--- src/rtl/bmd_256_latency_reader_pkg.sv ---
// Shared widths, reset constants and control states for the echo-latency reader.
package bmd_256_latency_reader_pkg;

  localparam int ECHO_TRANS_COUNTER_WIDTH = 40;
  localparam int ADDR_WIDTH               = 13;
  localparam int STAT_COUNT_W             = 32;
  localparam int STAT_SUM_W               = 64;
  localparam int STAT_ERR_W               = 16;

  localparam logic [ECHO_TRANS_COUNTER_WIDTH-1:0] MIN_INIT = '1;

  typedef enum logic {
    RUN   = 1'b0,
    CLEAR = 1'b1
  } lat_state_e;

endpackage

--- src/rtl/bmd_256_latency_reader_latency_stat_accum.sv ---
// Running latency statistics: saturating count/err, wrapping sum, min/max.
module latency_stat_accum
  import bmd_256_latency_reader_pkg::*;
(
  input  logic                                clk,
  input  logic                                rst_n,
  input  logic                                clear,
  input  logic                                valid,
  input  logic                                err,
  input  logic [ECHO_TRANS_COUNTER_WIDTH-1:0] delta,
  output logic [STAT_COUNT_W-1:0]             stat_count,
  output logic [ECHO_TRANS_COUNTER_WIDTH-1:0] stat_min,
  output logic [ECHO_TRANS_COUNTER_WIDTH-1:0] stat_max,
  output logic [STAT_SUM_W-1:0]               stat_sum,
  output logic [STAT_ERR_W-1:0]               stat_err
);

  always_ff @(posedge clk) begin
    if (!rst_n || clear) begin
      stat_count <= '0;
      stat_min   <= MIN_INIT;
      stat_max   <= '0;
      stat_sum   <= '0;
      stat_err   <= '0;
    end else begin
      if (valid) begin
        if (stat_count != '1)
          stat_count <= stat_count + STAT_COUNT_W'(1);
        stat_sum <= stat_sum + STAT_SUM_W'(delta);
        if (delta < stat_min)
          stat_min <= delta;
        if (delta > stat_max)
          stat_max <= delta;
      end
      if (err && stat_err != '1)
        stat_err <= stat_err + STAT_ERR_W'(1);
    end
  end

endmodule

--- src/rtl/bmd_256_latency_reader.sv ---
// Echo-latency reader: looks up departure timestamps on BRAM port B and
// publishes per-packet latency plus running statistics.
//
// state | meaning
// RUN   | tags accepted, results published
// CLEAR | statistics held at reset, in-flight reads squashed, no tags accepted
module bmd_256_latency_reader
  import bmd_256_latency_reader_pkg::*;
(
  input  logic                                clk,
  input  logic                                rst_n,
  input  logic                                latency_reset_signal,
  input  logic [ECHO_TRANS_COUNTER_WIDTH-1:0] latency_counter,
  input  logic                                echo_valid,
  input  logic [ADDR_WIDTH-1:0]               echo_tag,
  output logic                                echo_ready,
  output logic                                bram_reb,
  output logic [ADDR_WIDTH-1:0]               bram_rd_addr,
  input  logic [ECHO_TRANS_COUNTER_WIDTH-1:0] bram_rd_data,
  output logic                                lat_valid,
  output logic [ECHO_TRANS_COUNTER_WIDTH-1:0] lat_value,
  output logic [ADDR_WIDTH-1:0]               lat_tag,
  output logic [STAT_COUNT_W-1:0]             stat_count,
  output logic [ECHO_TRANS_COUNTER_WIDTH-1:0] stat_min,
  output logic [ECHO_TRANS_COUNTER_WIDTH-1:0] stat_max,
  output logic [STAT_SUM_W-1:0]               stat_sum,
  output logic [STAT_ERR_W-1:0]               stat_err
);

  lat_state_e                          state;
  logic                                accept;
  logic                                squash;
  logic                                s1_valid, s2_valid;
  logic [ECHO_TRANS_COUNTER_WIDTH-1:0] s1_tarr, s2_tarr;
  logic [ADDR_WIDTH-1:0]               s1_tag, s2_tag;
  logic                                s2_hit;
  logic                                stored_zero;
  logic [ECHO_TRANS_COUNTER_WIDTH-1:0] delta;

  assign accept       = echo_valid && echo_ready;
  assign bram_reb     = accept;
  assign bram_rd_addr = accept ? echo_tag : '0;

  // A clear request squashes in the very cycle it rises, so it beats a completing read.
  assign squash = latency_reset_signal || (state == CLEAR);

  always_ff @(posedge clk) begin
    if (!rst_n) begin
      state      <= RUN;
      echo_ready <= 1'b0;
      s1_valid   <= 1'b0;
      s2_valid   <= 1'b0;
      s1_tarr    <= '0;
      s2_tarr    <= '0;
      s1_tag     <= '0;
      s2_tag     <= '0;
    end else begin
      case (state)
        RUN:     if (latency_reset_signal)  state <= CLEAR;
        CLEAR:   if (!latency_reset_signal) state <= RUN;
        default: state <= RUN;
      endcase
      echo_ready <= !latency_reset_signal;
      s1_valid   <= accept && !squash;
      s2_valid   <= s1_valid && !squash;
      if (accept) begin
        s1_tarr <= latency_counter;
        s1_tag  <= echo_tag;
      end
      s2_tarr <= s1_tarr;
      s2_tag  <= s1_tag;
    end
  end

  // Modular subtraction keeps wrapped counters correct for any latency below 2^40.
  assign s2_hit      = s2_valid && !squash;
  assign stored_zero = (bram_rd_data == '0);
  assign delta       = s2_tarr - bram_rd_data;

  assign lat_valid = s2_hit && !stored_zero;
  assign lat_value = lat_valid ? delta  : '0;
  assign lat_tag   = lat_valid ? s2_tag : '0;

  latency_stat_accum u_stat (
    .clk        (clk),
    .rst_n      (rst_n),
    .clear      (squash),
    .valid      (lat_valid),
    .err        (s2_hit && stored_zero),
    .delta      (delta),
    .stat_count (stat_count),
    .stat_min   (stat_min),
    .stat_max   (stat_max),
    .stat_sum   (stat_sum),
    .stat_err   (stat_err)
  );

endmodule
--- config.mk ---
export PLATFORM = sky130hd
export DESIGN_NAME = bmd_256_latency_reader
export DESIGN_NICKNAME = d
export VERILOG_FILES = /design/src/rtl/bmd_256_latency_reader_pkg.sv /design/src/rtl/bmd_256_latency_reader_latency_stat_accum.sv /design/src/rtl/bmd_256_latency_reader.sv
export SDC_FILE = /design/constraint.sdc
export NUM_CORES = 1
export LEC_CHECK = 0
export CORE_MARGIN = 2
export CORE_UTILIZATION = 48
export DETAILED_ROUTE_END_ITERATION = 10
export PLACE_DENSITY_LB_ADDON = 0.12
export SLEW_MARGIN = 25
export SYNTH_ARGS = -nofsm -noshare
export SYNTH_HDL_FRONTEND = slang
export SYNTH_HIERARCHICAL = 1
export SYNTH_SLANG_ARGS = --single-unit
export TNS_END_PERCENT = 20
--- constraint.sdc ---
create_clock -name clk -period 4.65 [get_ports clk]
set_input_delay 0.465 -clock clk [delete_from_list [all_inputs] [get_ports clk]]
set_output_delay 0.465 -clock clk [all_outputs]
set_load 0.01 [all_outputs]
==> reports/metrics.yaml <==
power_leakage_nw: 12.11
antenna_left: 0
period_minus_slack_ns: 4.673
fin_util_pct: 72.43
violations: "negative setup slack"
grt_pass1_vias: 19530
fmax_ghz: 0.2140
cts_tree: "yes"
dpl.hpwl_um: 51730
numPortBuffers: 357
nets: 3310
fin_ws_ns: -0.02350
grt_overflow: 0
grt_pass1_wl_um: 103400
min_path_type: "flip-flop to flip-flop"
status: "finished with violations"
post-route-period-util_pct: 100.5
antenna_found_initial: 2
min_from: "s1_tag[1]"
routabilityCongestion: 0.9557
ys_ff_latch: 302
die_h_um: 200.9
max_cap_viol_count: 0
ys_types: 74
yosys_warnings: 6
syn_nets: 2569
grt_max_degree: 111
report.final.slew_viol_count: 0
start_util_pct: 48.37
syn_inst: 2310
drt-vias-per-instance: 5.537
postCtsHoldBufs: 0
worstPathMaxFanout: 6
drc_errors: 0
ff2ff_path_depth: 21
wl_per_cell_um: 18.96
total_power_mw: 6.886
grt_usage_pct: 31.71
worstSetupPathType: "flip-flop to flip-flop"
skew_ns: 0.01357
relSlewSlack_pct: 47.59
r2r-end: "u_stat/stat_max[22]"
synth_edf_count: 0
wirelength_um: 68170
htreeDepth: 2
final.setup.tns_ns: -0.06693
critPathLaunchType: "flip-flop"
clockBufferDepth: 3
syn_area_um2: 18610
dr.pass1.iters: 5
die_x_um: 200.9
clk_latency_ns: 0.55
hold_viol: 0
powerDensity_nw_per_um2: 247.2
async_flop_share_pct: 0
top_level_ports: 358
arrival_ns: 5.14
drt_first_iter_violations: 1162
reg2reg_slack_ns: -0.02
area_growth_pct: 49.75
drive_gt1_share_pct: 21.75
mostFrequentLayoutCell: "buf_4"
rsz0062_at_grt: "yes"
hold_path_end: "s2_tag[1]"
clkTransAtPathRegs_ns: 0.06
rows: 72
layout_common_cells: "buf_4, clkdlybuf4s50_1, dfxtp_1"
end_kind: "flip-flop"
required_ns: 5.12
vias: 19910
tightest_slew_ns: 0.7861
dieArea_um2: 40350
syn-mean-instance-area_um2: 8.054
whs_path_depth: 1
r2r-start: "s2_tarr[0]"
cts_sinks: 302
cts_made_buffers: 36
ir_drop_v: 0.0002732
final-setup-viol-count: 8
ys_seq_area_share_pct: 32.49
root_buffer: "clkbuf_16"
core-area_um2: 38470
synthFlopType: "dfxtp_1"
cell type report:
| type | count | area, um2 |
|---|---|---|
| sequential | 302 | 6046 |
| multi-input combinational | 1738 | 12160 |
| antenna | 2 | 5.005 |
| inverter | 147 | 553.0 |
| clock inverter | 11 | 122.6 |
| tap | 518 | 648.1 |
| timing repair buffer | 826 | 7221 |
| clock buffer | 52 | 1102 |
| fill | 3066 | 10610 |
how the worst max path moves through the flow:
stage | start | endpoint | slack, ns | cells after the start
floorplan | bram_rd_data[12] | u_stat/stat_max[13] | 0.30 | 20
global placement | bram_rd_data[1] | u_stat/stat_min[2] | -0.87 | 21
detailed placement | bram_rd_data[1] | u_stat/stat_min[21] | -0.88 | 21
CTS | bram_rd_data[2] | u_stat/stat_sum[37] | -0.06 | 20
global route | s2_tarr[0] | u_stat/stat_max[17] | -0.13 | 21
finish | s2_tarr[0] | u_stat/stat_max[22] | -0.02 | 21
per-stage QoR:
step           hold slack (ns)  area (um2)  std cells  setup WS, ns
3_3_place_gp            0.4267       25810       3516       -0.8654
4_1_cts                 0.4427       27140       3580      -0.05855
2_1_floorplan           0.4209       18610       2310        0.3007
6_report                0.4412       27860       3596      -0.02350
3_5_place_dp            0.4298       25810       3516       -0.8770
5_1_grt                 0.4581       27860       3595       -0.1322
cells in the mapped netlist (all sizes together), types with 23 or more instances:
master | n | area share, %
dfxtp | 302 | 32
nor2 | 241 | 4.9
nand2 | 206 | 4.2
ha | 160 | 11
inv | 146 | 2.9
a21oi | 128 | 3.6
and2 | 116 | 3.9
o21ai | 115 | 3.1
clkbuf | 95 | 1.9
and3 | 76 | 2.6
nand4 | 74 | 2.5
mux2i | 67 | 3.6
a21o | 58 | 2.3
xnor2 | 58 | 2.7
xor2 | 47 | 2.2
a211o | 45 | 2.1
nand3 | 45 | 1.2
nor3 | 34 | 0.91
buf | 28 | 0.73
o21a | 27 | 1.1
a31oi | 25 | 0.91
nor4 | 24 | 0.84
a211oi | 23 | 1.0
critical path: stages (launching register included):
cell and delay (ns):
dfxtp_1 0.29, inv_1 0.05, ha_2 0.18, fa_2 0.21, nor2b_2 0.05, o2111a_2 0.28
o31a_1 0.36, o211a_4 0.29, o21ai_2 0.19, nand2_1 0.12, xor2_2 0.19, buf_4 0.19
ha_1 0.27, nand4_1 0.12, or3_4 0.43, o21ai_2 0.16, o21bai_4 0.17, o211ai_1 0.22
nor2_4 0.25, buf_6 0.17, clkbuf_16 0.17, mux2i_1 0.18
flip-flops by register name, summed over array words and instances (netlist names):
name,cells
s2_tarr,40
u_stat/stat_err,16
s1_valid,1
s1_tag,13
u_stat/stat_sum,64
echo_ready,1
u_stat/stat_count,32
state,1
s1_tarr,40
u_stat/stat_max,40
s2_tag,13
u_stat/stat_min,40
s2_valid,1
where the power goes:
part	leakage, nW	switching [mW]	total (mW)	internal [mW]
registers	2.44	0.0162	2.64	2.62
logic	9.06	0.684	1.33	0.641
clock network	0.607	1.16	2.92	1.76
routing by layer:
metal / global-route usage, % / vias to the layer above / share of wire [%]
met5: 0 / - / 0.018
met4: 11.75 / 2 / 4.0
met3: 6.153 / 150 / 6.1
met2: 56.67 / 626 / 49
met1: 37.55 / 9487 / 41
li1: - / 9647 / -
cells by family after synthesis:
logic type	count (synthesis)	share of synthesized area [%]
DFF	302	32.49
and+or+nand+nor	882	23.49
xor gates and xnor gates	105	4.943
AOI/OAI and AO/OA	519	18.70
adders and majority gates	162	10.98
muxes	70	3.786
buffers and inverters	270	5.615
repair_timing:
item | CTS | global route
resized for setup | 19 | 126
setup endpoints to repair | 109 | 117
gates cloned | 0 | 2
setup buffers | 1 | 13
pin swaps | 1 | 41
Power figures use the tool's default switching activity.
